### config.mk
export PLATFORM = sky130hd
export DESIGN_NAME = uart_tx_arbiter
export DESIGN_NICKNAME = d
export VERILOG_FILES = /design/src/rtl/uart_tx_arbiter.sv
export SDC_FILE = /design/constraint.sdc
export NUM_CORES = 1
export LEC_CHECK = 0
export CAP_MARGIN = 20
export CORE_MARGIN = 2
export CORE_UTILIZATION = 45
export DETAILED_ROUTE_END_ITERATION = 10
export GPL_ROUTABILITY_DRIVEN = 0
export PLACE_DENSITY = 0.76
export SLEW_MARGIN = 20
export SYNTH_ARGS = -nofsm -noshare
export SYNTH_HDL_FRONTEND = slang
export SYNTH_SLANG_ARGS = --single-unit
### constraint.sdc
create_clock -name clk -period 15.8 [get_ports clk]
set_input_delay 4.74 -clock clk [delete_from_list [all_inputs] [get_ports clk]]
set_output_delay 4.74 -clock clk [all_outputs]
set_load 0.005 [all_outputs]
### src/rtl/uart_tx_arbiter.sv
// Round-robin arbiter sharing one UART TX; grant+tx_start 1 clk after req in IDLE, requesters stall until granted.
// Optional UART_ARB_LOCK_EN adds lock[] so a locked owner keeps the transmitter for contiguous multi-byte messages.
module uart_tx_arbiter #(
    parameter int NUM_REQ      = 4,
    parameter int DATA_WIDTH   = 8,
    parameter int GAP_CYCLES   = 2,
    parameter int BUSY_TIMEOUT = 16,
    parameter int PTR_WIDTH    = 3
) (
    input  logic                          clk,
    input  logic                          rstn,
    input  logic [NUM_REQ-1:0]            req,
    input  logic [NUM_REQ*DATA_WIDTH-1:0] req_data,
`ifdef UART_ARB_LOCK_EN
    input  logic [NUM_REQ-1:0]            lock,
`endif
    input  logic                          tx_busy,
    output logic [NUM_REQ-1:0]            gnt,
    output logic                          tx_start,
    output logic [DATA_WIDTH-1:0]         tx_data,
    output logic [PTR_WIDTH-1:0]          owner,
    output logic                          arb_busy,
    output logic                          err_timeout
);

    localparam int TW = $clog2(BUSY_TIMEOUT + 1);
    localparam int GW = $clog2(GAP_CYCLES + 2);

    typedef enum logic [2:0] {IDLE, START, WAIT_HI, WAIT_LO, GAP} state_t;

    state_t                  state_q;
    logic [NUM_REQ-1:0]      gnt_q;
    logic                    tx_start_q;
    logic [DATA_WIDTH-1:0]   tx_data_q;
    logic [PTR_WIDTH-1:0]    owner_q;
    logic                    arb_busy_q;
    logic                    err_timeout_q;
    logic [TW-1:0]           to_cnt_q;
    logic [GW-1:0]           gap_cnt_q;

    logic [PTR_WIDTH-1:0]    winner_d;
    logic [DATA_WIDTH-1:0]   sel_dat_d;
    logic [NUM_REQ-1:0]      sel_gnt_d;
    int                      best_dist;
    int                      cand_dist;

`ifdef UART_ARB_LOCK_EN
    logic                    lock_skip_q;
    logic                    keep_d;
`endif

    // Distance from owner+1 (mod NUM_REQ) ranks requesters; the nearest active one wins.
    always_comb begin
        best_dist = NUM_REQ;
        cand_dist = 0;
        winner_d  = owner_q;
        for (int i = 0; i < NUM_REQ; i++) begin
            cand_dist = (i + NUM_REQ - int'(owner_q) - 1) % NUM_REQ;
            if (req[i] && cand_dist < best_dist) begin
                best_dist = cand_dist;
                winner_d  = PTR_WIDTH'(i);
            end
        end
`ifdef UART_ARB_LOCK_EN
        keep_d = 1'b0;
        for (int i = 0; i < NUM_REQ; i++) begin
            if (owner_q == PTR_WIDTH'(i)) keep_d = lock[i] & req[i];
        end
        if (keep_d && !lock_skip_q) winner_d = owner_q;
`endif
        sel_dat_d = '0;
        sel_gnt_d = '0;
        for (int i = 0; i < NUM_REQ; i++) begin
            if (winner_d == PTR_WIDTH'(i)) begin
                sel_dat_d    = req_data[i*DATA_WIDTH +: DATA_WIDTH];
                sel_gnt_d[i] = 1'b1;
            end
        end
    end

    always_ff @(posedge clk or negedge rstn) begin
        if (!rstn) begin
            state_q       <= IDLE;
            gnt_q         <= '0;
            tx_start_q    <= 1'b0;
            tx_data_q     <= '0;
            owner_q       <= PTR_WIDTH'(NUM_REQ - 1);
            arb_busy_q    <= 1'b0;
            err_timeout_q <= 1'b0;
            to_cnt_q      <= '0;
            gap_cnt_q     <= '0;
`ifdef UART_ARB_LOCK_EN
            lock_skip_q   <= 1'b0;
`endif
        end else begin
            gnt_q      <= '0;
            tx_start_q <= 1'b0;
            case (state_q)
                IDLE: begin
                    if (|req && !tx_busy) begin
                        gnt_q      <= sel_gnt_d;
                        tx_start_q <= 1'b1;
                        tx_data_q  <= sel_dat_d;
                        owner_q    <= winner_d;
                        arb_busy_q <= 1'b1;
                        state_q    <= START;
`ifdef UART_ARB_LOCK_EN
                        lock_skip_q <= 1'b0;
`endif
                    end
                end
                START: begin
                    to_cnt_q <= '0;
                    state_q  <= WAIT_HI;
                end
                WAIT_HI: begin
                    if (tx_busy) begin
                        state_q <= WAIT_LO;
                    end else if (to_cnt_q == TW'(BUSY_TIMEOUT - 1)) begin
                        // Byte is dropped; a locked owner loses its claim too.
                        err_timeout_q <= 1'b1;
                        gap_cnt_q     <= GW'(GAP_CYCLES);
                        state_q       <= GAP;
`ifdef UART_ARB_LOCK_EN
                        lock_skip_q   <= 1'b1;
`endif
                    end else begin
                        to_cnt_q <= to_cnt_q + 1'b1;
                    end
                end
                WAIT_LO: begin
                    if (!tx_busy) begin
                        gap_cnt_q <= GW'(GAP_CYCLES);
                        state_q   <= GAP;
                    end
                end
                GAP: begin
                    if (gap_cnt_q == '0) begin
                        arb_busy_q <= 1'b0;
                        state_q    <= IDLE;
                    end else begin
                        gap_cnt_q <= gap_cnt_q - 1'b1;
                    end
                end
                default: state_q <= IDLE;
            endcase
        end
    end

    assign gnt         = gnt_q;
    assign tx_start    = tx_start_q;
    assign tx_data     = tx_data_q;
    assign owner       = owner_q;
    assign arb_busy    = arb_busy_q;
    assign err_timeout = err_timeout_q;

endmodule

==> reports/metrics.csv <==
metric;value;unit
Pwr Density;191.7;mW/mm²
number of clock sinks;28;
CTS Hold Bufs;0;
IO Port Bufs;56;
P_int;0.2802;mW
Chip Width;71.10;µm
non-filler cells, final;328;
CP max stage cell;a2111oi_4;
Max rail drop VDD;0.0001067;V
crit-path cells;clkdlybuf4s50_1 > nand2_1 > ha_1 > nor3b_1 > o221a_2 > o21ai_0 > ha_1 > and4bb_1 > o2111a_1 > or2_1 > nand2_1 > o21a_1 > ha_1 > o21ai_1 > nor4bb_1 > o21a_1 > a2111oi_4 > nor2b_1 > a2111oi_0 > nor3_1;
EDFF count, synth;0;
H-tree levels;1;
max-cap violations;0;
IO Pins;57;
post-layout min period;10170;ps
startpoint type of the worst setup path;input port;
Setup CP Type;in2reg;
relative slew slack;0.4714;
Pre-antenna DRT Iters;4;
initial drt markers;90;
worst-margin pin slew;793.0;ps
Min Hold Slack;491.0;ps
synth warn;0;
RSZ-0062 raised after global routing;no;
Top FF cell, synth;dfrtp_1;
Req. time, crit path;15950;ps
n_diodes;0;
Area growth syn-to-layout;32.18;%
Cell variety after synth;49;
row cnt;24;
worst-skew pair later-pin latency;280;ps
detailed-route DRC error count;0;
fin worst setup slack;5631;ps
Reg power frac;0.243;
total routed wirelength;4815;µm
hpwl dp;3745;µm
DR vias/cell;5.613;
Vias;1841;
Syn Nets;279;
switching part of the total;0.4540;
Clock power frac;0.109;
setup_tns;0;ps
Yosys top cell area share;0.3212;
Die Span Y;71.10;µm
synthesized area per cell;9.125;µm²
skew final;4.622;ps
Finished Core Util;0.6149;
combinational share of power;0.648;
overall power;0.5133;mW
Clock Root Buffer;clkbuf_8;
Mapped Cells;222;
DP Worst Slack;5360;ps
post-route cell area;0.002678;mm²
Hold Vio Cnt, Final;0;
Reg clk slew, reported paths;90;ps
# setup viols final;0;
final cycle utilization of the critical path;0.6436;
f_max;98.34;MHz
Synth Cell Area;0.002026;mm²
GR Overflow Total;0;
sequential fraction of the synthesis area;0.3471;
largest cells by area after synthesis;dfrtp_1, ha_1, nand2_1, a221o_1, nor2_1;
largest net degree at the start of global routing;29;
static leakage;1.135;nW
Hold Crit Class;reg2reg;
Synth Register Bits;28;
top cells by count, synth;nand2_1, dfrtp_1, ha_1, nor2_1, a21oi_1;
cts repair resizes;0;
Num CTS Buffers;3;
Yosys top cell by area;dfrtp_1;
Arr. time, crit path;10320;ps
layout cell share with drive strength beyond 1;0.06522;
crit end category;flop;
post-route ant nets;0;
worst-path maximum fanout;12;
status;completed;
max-slew violations;0;
most frequent cell after synthesis;nand2_1;
Cell Area, Placed;0.002606;mm²
Largest stage delay, worst path;710;ps
Sw Pwr;0.2330;mW
placed cells;324;
first-pass GRT wire length;8369;µm
vias in the first global route;1891;
CORE AREA;0.004354;mm²
Final #Nets;334;
most used cell, CP;ha_1;
GRT Util Overall;0.2057;
area of the die;0.005055;mm²
Post-synth ARST share;1.000;
Max clock buf depth;2;
DR WL/cell;14.68;µm
initial antenna violation count;0;
CTS tree;done;
initial cell density of the core;0.4652;
post-CTS setup buffers;0;
final cells by class:
type | instances | area (µm²)
Multi-Input combinational cell | 175 | 1225
Fill cell | 359 | 1677
Clock buffer | 3 | 41.29
Clock inverter | 1 | 30.03
Sequential cell | 28 | 703.2
Inverter | 12 | 45.04
Tap cell | 52 | 65.06
Timing Repair Buffer | 57 | 568.0
worst max-delay path, delay by kind of cell:
family	cells	cell delay (ps)
compound gates	8	2460
simple gates	8	1580
fa+ha+maj	3	860
buf+inv	1	690
state kept, by name (all words and copies together) (netlist names), 2 cells and up:
name and flops:
gnt 4, to_cnt_q 5, state_q 3, gap_cnt_q 2
tx_data 8, owner 3
cell families (layout without fill, tap and decap cells):
kind of cell,after synthesis,in the layout,synth area share
fa+ha+maj,18,18,0.1112
simple gates,93,93,0.2613
xor+xnor,4,4,0.01730
compound gates,59,59,0.2100
mux,1,1,0.004942
buf+inv,19,73,0.04817
flops,28,28,0.3471
metal layers:
metal  GRT usage  up-vias  share of wire
li1            -      921              -
met4     0.07128        0          0.012
met5           0        -              0
met3     0.05128        5          0.063
met2      0.3510       54           0.49
met1      0.2539      861           0.44
final timing paths:
| path | from | end | slack, ps | cells after the start |
|---|---|---|---|---|
| worst max-delay path | req[0] | tx_data[5] | 5630 | 20 |
| worst min-delay path | gap_cnt_q[0] | gap_cnt_q[0] | 490 | 1 |
| worst max register to register | owner[1] | tx_data[5] | 9510 | 23 |
| worst min register to register | gap_cnt_q[0] | gap_cnt_q[0] | 490 | 1 |
| max in group asynchronous | rstn | owner[0] | 10670 | 2 |
| min in group asynchronous | rstn | gnt[3] | 4820 | 2 |
power by group through the flow:
stage                     registers, mW  logic [mW]  clock network (mW)
after floorplan                   0.118       0.261                   0
after global placement            0.125       0.325                   0
after detailed placement          0.125       0.332                   0
after CTS                         0.124       0.334              0.0573
after global routing              0.129       0.370              0.0594
final                             0.125       0.332              0.0562
cell usage in the layout (no fill, tap or decap), drive strengths merged, types with 3 or more instances in the layout:
| cell | count |
|---|---|
| clkdlybuf4s50 | 56 |
| nand2 | 30 |
| dfrtp | 26 |
| nor2 | 18 |
| ha | 18 |
| a21oi | 13 |
| inv | 12 |
| o21ai | 11 |
| nor3 | 9 |
| a31oi | 8 |
| a221o | 7 |
| nor2b | 7 |
| nand3 | 5 |
| o21a | 4 |
| nand2b | 4 |
| or2 | 4 |
| a211oi | 3 |
| xor2 | 3 |
| clkbuf | 3 |
| nor3b | 3 |
Note: power is estimated with default switching activity, not from simulation.
